### config.mk
export PLATFORM = sky130hd
export DESIGN_NAME = ahblite_irq_ctrl_flat
export DESIGN_NICKNAME = d
export VERILOG_FILES = /design/src/rtl/ahblite_irq_ctrl_if.sv /design/src/rtl/ahblite_irq_ctrl.sv /design/src/flat_wrapper.sv
export SDC_FILE = /design/constraint.sdc
export NUM_CORES = 1
export LEC_CHECK = 0
export BUFFER_PORTS_ARGS = -buffer_cell sky130_fd_sc_hd__buf_2
export CAP_MARGIN = 15
export CORE_ASPECT_RATIO = 0.9
export CORE_MARGIN = 5
export CORE_UTILIZATION = 30
export CTS_CLUSTER_DIAMETER = 100
export CTS_CLUSTER_SIZE = 16
export DETAILED_ROUTE_END_ITERATION = 8
export GPL_TIMING_DRIVEN = 1
export SETUP_SLACK_MARGIN = 0.15
export SYNTH_ARGS = -nofsm -noshare
export SYNTH_HDL_FRONTEND = slang
export SYNTH_SLANG_ARGS = --single-unit
### constraint.sdc
create_clock -name HCLK -period 2.4 [get_ports HCLK]
set_input_delay 0.48 -clock HCLK [delete_from_list [all_inputs] [get_ports HCLK]]
set_output_delay 0.48 -clock HCLK [all_outputs]
set_load 0.02 [all_outputs]
### src/rtl/ahblite_irq_ctrl_if.sv
// rtl/ahblite_irq_ctrl_if.sv - AHB-Lite slave bus bundle for the interrupt controller
interface ahblite_irq_ctrl_if;
  logic        HSEL;
  logic [31:0] HADDR;
  logic [1:0]  HTRANS;
  logic [2:0]  HSIZE;
  logic [3:0]  HPROT;
  logic        HWRITE;
  logic [31:0] HWDATA;
  logic        HREADY;
  logic        HREADYOUT;
  logic [31:0] HRDATA;
  logic        HRESP;

  modport master (
    output HSEL, HADDR, HTRANS, HSIZE, HPROT, HWRITE, HWDATA, HREADY,
    input  HREADYOUT, HRDATA, HRESP
  );

  modport slave (
    input  HSEL, HADDR, HTRANS, HSIZE, HPROT, HWRITE, HWDATA, HREADY,
    output HREADYOUT, HRDATA, HRESP
  );
endinterface

### src/rtl/ahblite_irq_ctrl.sv
// rtl/ahblite_irq_ctrl.sv - AHB-Lite interrupt controller with per-source edge/level capture
module ahblite_irq_ctrl #(
  parameter int NUM_SRC = 8
) (
  input  logic               HCLK,
  input  logic               HRESETn,
  ahblite_irq_ctrl_if.slave  ahb,
  input  logic [NUM_SRC-1:0] irq_src,
  output logic [NUM_SRC-1:0] irq_out,
  output logic               irq_any
);
  localparam logic [2:0] A_PEND   = 3'd0;
  localparam logic [2:0] A_ENABLE = 3'd1;
  localparam logic [2:0] A_CLEAR  = 3'd2;
  localparam logic [2:0] A_MODE   = 3'd3;
  localparam logic [2:0] A_MASKED = 3'd4;

  logic [NUM_SRC-1:0] pending, enable, mode, src_q;
  logic [NUM_SRC-1:0] wdata, clr, edge_det, pending_nxt;
  logic [2:0]         d_addr;
  logic               d_write, d_valid, wr_en;
  logic [31:0]        rdata;
  logic               unused_ok;

  assign wr_en    = d_valid & d_write & ahb.HREADY;
  assign wdata    = ahb.HWDATA[NUM_SRC-1:0];
  assign clr      = (wr_en && d_addr == A_CLEAR) ? wdata : '0;
  assign edge_det = irq_src & ~src_q;

  // Edge bits latch with set priority over clear; level bits simply track the source.
  assign pending_nxt = (mode & ((pending & ~clr) | edge_det)) | (~mode & irq_src);

  always_ff @(posedge HCLK or negedge HRESETn) begin
    if (!HRESETn) begin
      pending <= '0;
      enable  <= '0;
      mode    <= '0;
      src_q   <= '0;
      d_addr  <= '0;
      d_write <= 1'b0;
      d_valid <= 1'b0;
    end else begin
      src_q   <= irq_src;
      pending <= pending_nxt;
      if (wr_en && d_addr == A_ENABLE) enable <= wdata;
      if (wr_en && d_addr == A_MODE)   mode   <= wdata;
      if (ahb.HREADY) begin
        d_valid <= ahb.HSEL & ahb.HTRANS[1];
        d_addr  <= ahb.HADDR[4:2];
        d_write <= ahb.HWRITE;
      end
    end
  end

  always_comb begin
    rdata = '0;
    if (d_valid && !d_write) begin
      case (d_addr)
        A_PEND:   rdata[NUM_SRC-1:0] = pending;
        A_ENABLE: rdata[NUM_SRC-1:0] = enable;
        A_MODE:   rdata[NUM_SRC-1:0] = mode;
        A_MASKED: rdata[NUM_SRC-1:0] = pending & enable;
        default:  rdata = '0;
      endcase
    end
  end

  assign ahb.HRDATA    = rdata;
  assign ahb.HREADYOUT = 1'b1;
  assign ahb.HRESP     = 1'b0;

  assign irq_out = pending & enable;
  assign irq_any = |irq_out;

  assign unused_ok = ^{ahb.HSIZE, ahb.HPROT, ahb.HADDR[31:5], ahb.HADDR[1:0], ahb.HWDATA};
endmodule

### src/flat_wrapper.sv
// flat-port wrapper written by rule: the top's interface ports become plain ports
module ahblite_irq_ctrl_flat 
#(
  parameter int NUM_SRC = 8
)
  (HCLK, HRESETn, irq_src, irq_out, irq_any, ahb_HSEL, ahb_HADDR, ahb_HTRANS, ahb_HSIZE, ahb_HPROT, ahb_HWRITE, ahb_HWDATA, ahb_HREADY, ahb_HREADYOUT, ahb_HRDATA, ahb_HRESP);
  ahblite_irq_ctrl_if ahb_i ();
  input  logic HCLK;
  input  logic HRESETn;
  input  logic [NUM_SRC-1:0] irq_src;
  output logic [NUM_SRC-1:0] irq_out;
  output logic irq_any;
  input wire logic [$bits(ahb_i.HSEL)-1:0] ahb_HSEL;
  input wire logic [$bits(ahb_i.HADDR)-1:0] ahb_HADDR;
  input wire logic [$bits(ahb_i.HTRANS)-1:0] ahb_HTRANS;
  input wire logic [$bits(ahb_i.HSIZE)-1:0] ahb_HSIZE;
  input wire logic [$bits(ahb_i.HPROT)-1:0] ahb_HPROT;
  input wire logic [$bits(ahb_i.HWRITE)-1:0] ahb_HWRITE;
  input wire logic [$bits(ahb_i.HWDATA)-1:0] ahb_HWDATA;
  input wire logic [$bits(ahb_i.HREADY)-1:0] ahb_HREADY;
  output wire logic [$bits(ahb_i.HREADYOUT)-1:0] ahb_HREADYOUT;
  output wire logic [$bits(ahb_i.HRDATA)-1:0] ahb_HRDATA;
  output wire logic [$bits(ahb_i.HRESP)-1:0] ahb_HRESP;
  assign ahb_i.HSEL = ahb_HSEL;
  assign ahb_i.HADDR = ahb_HADDR;
  assign ahb_i.HTRANS = ahb_HTRANS;
  assign ahb_i.HSIZE = ahb_HSIZE;
  assign ahb_i.HPROT = ahb_HPROT;
  assign ahb_i.HWRITE = ahb_HWRITE;
  assign ahb_i.HWDATA = ahb_HWDATA;
  assign ahb_i.HREADY = ahb_HREADY;
  assign ahb_HREADYOUT = ahb_i.HREADYOUT;
  assign ahb_HRDATA = ahb_i.HRDATA;
  assign ahb_HRESP = ahb_i.HRESP;
  ahblite_irq_ctrl #(.NUM_SRC(NUM_SRC)) u_core (.HCLK(HCLK), .HRESETn(HRESETn), .ahb(ahb_i), .irq_src(irq_src), .irq_out(irq_out), .irq_any(irq_any));
endmodule
; After elaboration in Yosys (flattened, before gate mapping)
; Index checks and enable logic that the tools add are counted.
[totals]
in_bits = 86
register_bits = 37
[op_classes]
n_bitwise = 13
n_eq_ne = 4
reduce_logical = 7
muxes = 3
[ops]
columns = operator, n
row1 = $and 8x8->8, 5
row2 = $pmux 8 s4, 1
row3 = $not 8->8, 3
row4 = $mux 8, 2
row5 = $or 8x8->8, 2
row6 = $reduce_or 8->1, 1
row7 = $eq 3x2->1 const B, 2
row8 = $logic_and 1x1->1, 4
row9 = $and 1x1->1, 3
row10 = $eq 3x1->1 const B, 1
row11 = $eq 3x3->1 const B, 1
row12 = $logic_not 3->1, 1
row13 = $logic_not 1->1, 1

; Longest topological paths before layout
; Gate-level depths: netlist of the first run.
[logic_depth]
ltp_word = 9
mapped_depth = 6

; Worst setup path after synthesis of the first run
; Ideal clock, no wire load.
[synth_path]
kind = register to output
startpoint = register u_core.enable[2]
endpoint = output irq_any
setup_slack_ns = 0.300
path_stages_with_launch = 4
arrival_ns = 1.620
t_required_ns = 1.920
path_cell_list = dfrtp_1 and2_1 or4_1 or4_1
[synth_between]
elab_chain_cells = 2
[synth_rtl]
columns = item, line_no
row1 = "start, declared", ahblite_irq_ctrl.sv:18  ; logic [NUM_SRC-1:0] pending, enable, mode, src_q;
row2 = "start signal, assigned", ahblite_irq_ctrl.sv:45  ; if (wr_en && d_addr == A_ENABLE) enable <= wdata;
row3 = $and 8x8->8, ahblite_irq_ctrl.sv:72  ; assign irq_out = pending & enable;
row4 = named net irq_out[2], flat_wrapper.sv:11  ; output logic [NUM_SRC-1:0] irq_out;
row5 = $reduce_or 8->1, ahblite_irq_ctrl.sv:73  ; assign irq_any = |irq_out;
row6 = "end, declared", flat_wrapper.sv:12  ; output logic irq_any;
; The timed path passes the listed nets, and every way through them passes these cells.

; Worst setup path in the final report of the first run
[layout_path]
startpoint = register u_core.pending[1]
endpoint = output irq_any
[layout_between]
elab_chain_cells = 2
[layout_rtl]
columns = item, line_no
row1 = "start, declared", ahblite_irq_ctrl.sv:18
row2 = "start signal, assigned", ahblite_irq_ctrl.sv:44  ; pending <= pending_nxt;
row3 = $and 8x8->8, ahblite_irq_ctrl.sv:72
row4 = $reduce_or 8->1, ahblite_irq_ctrl.sv:73
; Every way passes these cells.

==> results of run 1 <==
==> metrics by stage <==
step	power (W)	setup TNS (ns)	cell area (µm²)	util
after floorplan	0.00103	0	2000	-
after global placement	0.00112	0	2130	0.347
after detailed placement	0.00112	0	2130	0.347
after CTS	0.00157	-0.0197	2270	0.369
after global routing	0.00167	-0.0701	2390	0.389
final	0.00158	-0.0307	2390	0.389
==> critical path: stages (launching register included) <==
cell and delay [ns]:
sky130_fd_sc_hd__dfrtp_1 0.38, sky130_fd_sc_hd__and2_4 0.17, sky130_fd_sc_hd__or4_4 0.54, sky130_fd_sc_hd__or4_4 0.43
sky130_fd_sc_hd__buf_6 0.15
==> sequential cells by signal, indices dropped and copies added (netlist names) <==
name / flops
u_core.d_addr: 3
u_core.d_valid: 1
u_core.d_write: 1
u_core.enable: 8
u_core.mode: 8
u_core.pending: 8
u_core.src_q: 8
==> synthesized netlist by cell type, types with 4 or more instances <==
cell	instances	area, µm²
sky130_fd_sc_hd__mux2_2	21	236
sky130_fd_sc_hd__and2_1	7	43.8
sky130_fd_sc_hd__a32o_1	8	80.1
sky130_fd_sc_hd__o211ai_1	4	30.0
sky130_fd_sc_hd__dfrtp_1	37	926
sky130_fd_sc_hd__buf_4	26	195
sky130_fd_sc_hd__a31oi_1	4	25.0
sky130_fd_sc_hd__o2111ai_1	4	35.0
sky130_fd_sc_hd__nand2_1	15	56.3
sky130_fd_sc_hd__a21oi_1	4	20.0
sky130_fd_sc_hd__o21ai_0	4	20.0
sky130_fd_sc_hd__nand3_1	17	85.1
==> worst min path at each step <==
stage                                    to  slack (ns)  cells after the start
after detailed placement     u_core.d_write        0.52                      1
after CTS                  u_core.d_addr[2]        0.31                      1
after global placement    u_core.pending[2]        0.53                      2
after global routing        u_core.src_q[5]        0.30                      1
after floorplan            u_core.d_addr[0]        0.18                      0
final                       u_core.src_q[2]        0.29                      1
==> power by group <==
| group | total, W | internal, W | switching, W | leakage, nW |
|---|---|---|---|---|
| registers | 0.000773 | 0.000706 | 0.0000661 | 0.460 |
| logic | 0.000416 | 0.000194 | 0.000222 | 0.592 |
| clock network | 0.000393 | 0.000191 | 0.000203 | 0.0399 |
==> logic make-up (layout without fill, tap and decap cells) <==
logic type      after synthesis  in the layout  share of synthesized area
flops                        37             37                      0.486
mux                          21             21                      0.124
simple gates                 49             49                      0.133
other cells                   2             26                    0.00394
buf+inv                      37             66                      0.137
compound gates               29             29                      0.116
==> timing repair <==
item                       CTS  global route
setup endpoints to repair    7             5
hold buffers                 0             0
buffers inserted             5             1
pin swaps                    3             2
cloned                       0             0
resized for setup            7            27
==> metal layers <==
layer,GRT usage,vias up,wire length [µm]
li1,-,682,-
met1,0.162,700,2090
met2,0.165,64,2030
met3,0.0439,11,430
met4,0.0512,0,110
met5,0,-,0
==> cell type report <==
| class | count | area, µm² | area share |
|---|---|---|---|
| Clock inverter | 1 | 5.00 | 0.00209 |
| Inverter | 4 | 18.8 | 0.00785 |
| Tap cell | 87 | 109 | 0.0455 |
| Clock buffer | 5 | 68.8 | 0.0288 |
| Timing Repair Buffer | 56 | 358 | 0.150 |
| Sequential cell | 37 | 927 | 0.388 |
| Multi-Input combinational cell | 125 | 906 | 0.379 |
==> results by stage, run 1 <==
Status:
- The run finished, with violations left.
- The checks that failed: negative setup slack.

CTS:
- The master cell of the clock root buffer is sky130_fd_sc_hd__clkbuf_8.
- Clock-pin slew was measured on the worst setup and hold paths at 0.07 ns.
- The CTS tree is yes.
- The number of buffers on the longest clock path is 2.
- The clock latency of the later-clocked register in the worst-skew pair is 0.29 ns.
- The count of H-tree levels built during CTS is 2.
- Clock tree synthesis found a total of 37 sinks.
- TritonCTS created 5 clock buffers.

Worst setup path:
- STA classifies the critical path startpoint as a flip-flop.
- Following the worst setup path forward leads to its endpoint at irq_any.
- In this run the worst path has a maximum fanout of 2.
- Measured in cells, the most critical reg-to-reg path has a length of 5.
- The kind of end point of the critical path is an output port.
- The critical path starts at u_core.pending[1].
- The worst setup path is of the reg -> out kind.
- For the worst setup path, the data required time is 1.92 ns.
- The source of the worst register-to-register timing path is u_core.d_addr[1].
- In this run the register-to-register setup slack is 0.83 ns.
- The end of the worst register-to-register path is u_core.enable[1].
- The arrival time of data at the critical path endpoint is 1.95 ns.

Drt:
- The first detailed-routing pass ran for 4 iterations.
- Summing over every cut layer, the via total after detailed routing is 1,457.
- The count of nets left with antenna violations after detail routing is 0.
- After detailed routing, the number of remaining DRC violations is 0.
- The number of DRC violations after detailed-routing iteration 0 is 45.
- In the routed layout, each cell is associated on average with a via count of 4.63.
- In the final routed layout, each cell accounts on average for 14.8 µm.
- The final wirelength is 4.66 mm.

Place:
- The number of buffers added on ports is 41.
- Routability-driven placement finished with a final weighted congestion of 0.760.
- The post-placement cell count is 303.
- The worst-case setup slack after placement is 0.226 ns.
- The post-DP HPWL is 3.33 mm.

Floorplan:
- The die covers 8050 µm².
- The height of the die is 85.6 µm.
- The I/O pin count is 129.
- The initial utilization of the core area, before any placement, comes to 0.310.
- From left edge to right edge, the die measures 94.0 µm.
- The number of cell rows is 27.
- The region available for standard cell placement spans 6150 µm².

Logic synthesis:
- The number of distinct library cells after synthesis is 26.
- The register bit count reported by yosys is 37.
- The average instance in the mapped netlist occupies 10.9 µm².
- The cell count after synthesis came out at 175.
- Yosys mapped a number of flops with a built-in enable equal to 0.
- The most used flip-flop cell after synthesis is sky130_fd_sc_hd__dfrtp_1.
- The share of the Yosys chip area taken by registers is 0.486.
- Summing every instance area after synthesis gives 1910 µm².
- The Yosys step of the flow raised 0 warnings.
- Counting flops with an async set or reset pin after synthesis yields a share of 1.00.

Worst hold path:
- The path class of the tightest hold or removal check is in -> async.

Layout:
- Of the cells placed in the final design, the portion with a size suffix greater than 1 is 0.439.
- The repair_antennas step left the layout with diodes totalling 0.
- The top cell types in the final layout, fill and taps aside, are 36 x sky130_fd_sc_hd__dfrtp_1, 34 x sky130_fd_sc_hd__buf_2, 26 x sky130_fd_sc_hd__conb_1.
- The final non-filler cell total is 315.
- The relative area change from synthesis to final layout is 25.5%.
- The number of nets in the layout is 315.
- The number of fill cells in the layout is 628.
- The most common cell after layout, fill and taps aside is sky130_fd_sc_hd__dfrtp_1.

Timing:
- The pin slew with the least headroom to its limit is 0.819 ns.
- Across all setup checks in the final design, the least slack found is -0.0307 ns.
- In the finished design, the share of the clock period the worst path needs comes to 1.01.
- Setup repair after global routing could not meet its margin everywhere.
- The final hold slack is 0.292 ns.
- The count of endpoints failing hold in the final timing report is 0.
- The clock skew is 0.00468 ns.
- Timing would allow up to 0.411 GHz.
- Setup violations remaining at the end of the flow were counted as 1.
- The number of pins with negative max-slew slack in the final report is 0.
- The minimum clock period is 2.43 ns.
- In this run the tightest slew margin relative to its limit is 0.454.

Power and ir drop:
- For this design the ratio of total power to cell area is 661 nW/µm².
- The leakage power total is 1.09 nW.
- Across the VDD grid, the largest voltage drop is 0.303 mV.

Global routing:
- The total overflow reported by the global router is 0.
- For this run, the total global-route usage over all layers was measured as 0.118.
- The pin count of the biggest net entering global routing is 38.
- The number of antenna violations at the first check in global routing was 0.
- The number of global-route vias before repair was 1,439.
- The wire length of the first global-routing pass is 7.27 mm.

Run:
- The number of max-cap violations is 0.
No activity file was read; power rests on OpenSTA's default activity.
==> run 2: changes to the inputs <==
--- a/config.mk
+++ b/config.mk
@@ -5,7 +5,8 @@
 export SDC_FILE = /design/constraint.sdc
 export NUM_CORES = 1
 export LEC_CHECK = 0
-export BUFFER_PORTS_ARGS = -buffer_cell sky130_fd_sc_hd__buf_2
+export ABC_CLOCK_PERIOD_IN_PS = 2400
+export BUFFER_PORTS_ARGS = -buffer_cell sky130_fd_sc_hd__clkbuf_2
 export CAP_MARGIN = 15
 export CORE_ASPECT_RATIO = 0.9
 export CORE_MARGIN = 5
==> run 2 against run 1 <==
Effect of this change: the run still ends with negative setup slack left; critical path depth unchanged; sequential power increased by 0.5%; die area unchanged; cell count decreased by 0.63%; first-iteration DRC count decreased by 4.4%; sequential share of layout area increased by 0.85 points; maximum frequency decreased by 0.51%; via count decreased by 0.82%; flip-flop and latch count unchanged.
==> results by stage, run 2 (synthesis results as in run 1) <==
Drt:
- The via-per-instance ratio was 4.62 (-0.19%).
- The uppermost metal layer occupied by signal nets is met4.
- The detailed-route wire length per cell is 14.8 µm (about the same).
- The wire length on met1 was 2.04 mm (-2.5%).
- The met3 routed wirelength was 441 µm (+2.6%).
- The via count of the routed design was 1,445 (-0.82%).
- The total length of routed met2 wires is 2.11 mm (+4.2%).
- The count of nets left with antenna violations after detail routing is 0 (unchanged).
- The number of iterations in the first detailed-routing pass came to 4 (unchanged).
- The final wirelength is 4.63 mm (-0.69%).
- The count of unresolved DRC violations after routing is 0 (unchanged).
- The number of DRC violations after detailed-routing iteration 0 is 43 (-4.4%).

Global routing:
- The wire length of the first global-routing pass is 7.31 mm (+0.58%).
- The number of antenna violations at the first check in global routing was 0 (unchanged).
- The number of global-route vias before repair is 1,444 (+0.35%).
- The overall global routing resource usage was 0.118 (+0.000368).
- The total overflow reported by the global router is 0 (unchanged).
- The pin count of the biggest net entering global routing is 38 (unchanged).

Place:
- The post-DP HPWL was 3.43 mm (+3.0%).
- The number of buffers added on ports is 41 (unchanged).
- The post-placement cell count was 301 (-0.66%).
- The placer congestion estimate came to 0.755 (-0.67%).
- The post-detailed-placement cell area is 2120 µm² (-0.70%).

Layout:
- The area taken by flip-flops and latches is 927 µm² (unchanged).
- The area occupied by multi-input gates is 886 µm² (-2.2%).
- The library cells used most frequently in the layout, excluding fill and tap cells, are 36 x sky130_fd_sc_hd__dfrtp_1, 33 x sky130_fd_sc_hd__clkbuf_2, 26 x sky130_fd_sc_hd__conb_1.
- The number of diodes added for antenna fixing was 0 (unchanged).
- The final non-filler cell total is 313 (-0.63%).
- The final standard cell area without fillers is 2340 µm² (-2.1%).
- The number of nets in the layout is 311 (-1.3%).
- The number of fill cells in the layout is 629 (+0.16%).
- The fraction of the core area covered by cells at the end of the flow came to 0.381 (-0.00834).
- The relative area change from synthesis to final layout is 22.8%.
- The library cell used most frequently in the layout, excluding fill and tap cells, is sky130_fd_sc_hd__dfrtp_1.
- The fraction of layout instances using a drive strength above 1 was 0.416 (-0.0227).

Floorplan:
- The die width is 94.0 µm (unchanged).
- The core area came to 6150 µm² (unchanged).
- The area of the die is 8050 µm² (unchanged).
- The initial core utilization is 0.310 (unchanged).
- The I/O pin count came to 129 (unchanged).
- The height of the die is 85.6 µm (unchanged).
- The number of cell rows came to 27 (unchanged).

CTS:
- The clock latency of the later-clocked register in the worst-skew pair was 0.29 ns (about the same).
- The number of buffers added to fix hold violations after cts is 0 (unchanged).
- The total clock buffers created by CTS is 5 (unchanged).
- The number of clock sinks seen by CTS is 37 (unchanged).
- TritonCTS built the clock tree.
- The master cell of the clock root buffer is sky130_fd_sc_hd__clkbuf_8.
- The number of buffers on the longest clock path is 2 (unchanged).
- The count of H-tree levels built during CTS is 2 (unchanged).
- The clock slew seen by the registers of the worst setup and hold paths is 0.07 ns (about the same).

Timing:
- The headroom to the max-slew limit is 0.382 (-0.0720).
- The number of pins with negative max-slew slack in the final report is 0 (unchanged).
- Setup repair after global routing could not meet its margin everywhere.
- The count of endpoints failing hold in the final timing report was 0 (unchanged).
- The clock skew came to 0.00206 ns (-0.00262 ns).
- The final critical-path share of the clock period came to 1.02 (+0.00522).
- The number of setup violations in the final report is 1 (unchanged).
- The minimum clock period came to 2.44 ns (+0.0125 ns).
- The highest clock rate was 0.409 GHz (-0.51%).
- The final hold slack is 0.310 ns (+0.0181 ns).
- The pin slew with the least headroom to its limit is 0.927 ns (+0.108 ns).
- The post-route worst setup slack is -0.0432 ns (-0.0125 ns).

Power and ir drop:
- The largest voltage drop on the vdd net was 0.289 mV (-4.6%).
- The leakage power total was 1.07 nW (-2.1%).
- The power per cell area is 685 nW/µm² (+3.5%).

Worst setup path:
- The kind of end point of the critical path is an output port.
- The worst setup path is launched from a flip-flop.
- The required time of the critical path is 1.92 ns (about the same).
- The maximum fanout count along the critical path is 2 (unchanged).
- The startpoint-to-endpoint class of the critical path is reg -> out.
- The arrival time of data at the critical path endpoint is 1.96 ns (about the same).

Run:
- The number of max-cap violations came to 0 (unchanged).

Status:
- The run finished, with violations left.
- The checks that failed: negative setup slack.

Worst hold path:
- The worst hold path belongs to the class in -> reg.
==> run 2: through the flow <==
step / setup slack [ns] / power [W] / TNS (ns)
final: -0.0432 / 0.00160 / -0.0432
after global routing: -0.0734 / 0.00169 / -0.0734
after CTS: -0.0528 / 0.00160 / -0.0528
after detailed placement: 0.183 / 0.00113 / 0
after global placement: 0.196 / 0.00112 / 0
after floorplan: 0.300 / 0.00103 / 0
==> run 2: path summary, 6_finish.rpt <==
| path | slack [ns] | end | from | cells after the start |
|---|---|---|---|---|
| max | -0.04 | irq_any | u_core.pending[3] | 4 |
| min | 0.31 | u_core.src_q[3] | irq_src[3] | 1 |
| max reg2reg | 0.68 | u_core.enable[2] | u_core.d_addr[1] | 4 |
| min reg2reg | 0.55 | u_core.d_write | u_core.d_write | 1 |
| max in group asynchronous | 1.44 | u_core.d_addr[0] | HRESETn | 1 |
| min in group asynchronous | 0.32 | u_core.src_q[2] | HRESETn | 1 |
==> run 2: critical path, stage by stage, from the launching register on <==
cell and delay [ns]:
sky130_fd_sc_hd__dfrtp_1 0.39, sky130_fd_sc_hd__and2_4 0.17, sky130_fd_sc_hd__or4_4 0.54, sky130_fd_sc_hd__or4_4 0.43, sky130_fd_sc_hd__buf_8 0.14
==> run 2: cell type report <==
class,instances,area share
Clock buffer,8,0.0342
Multi-Input combinational cell,125,0.378
Sequential cell,37,0.396
Inverter,4,0.00641
Timing Repair Buffer,52,0.138
Tap cell,87,0.0465
==> run 2: power breakdown <==
group	internal, W	leakage, nW	switching [W]	total, W
Combinational	0.000194	0.570	0.000216	0.000410
Clock	0.000206	0.0395	0.000209	0.000416
Sequential	0.000706	0.460	0.0000703	0.000777
Total	0.00111	1.07	0.000496	0.00160
==> run 2: timing repair <==
item / in CTS / in global routing
buffers inserted: 4 / 0
endpoints found under the hold margin: 0 / 0
pin swaps: 2 / 2
cloned: 0 / 0
endpoints found under the setup margin: 6 / 7
resized for setup: 5 / 32
==> run 2: routing by layer <==
layer  up-vias  GRT usage
li1        678          -
met2        57      0.179
met4         0     0.0315
met1       705      0.157
met5         -          0
met3         5     0.0482
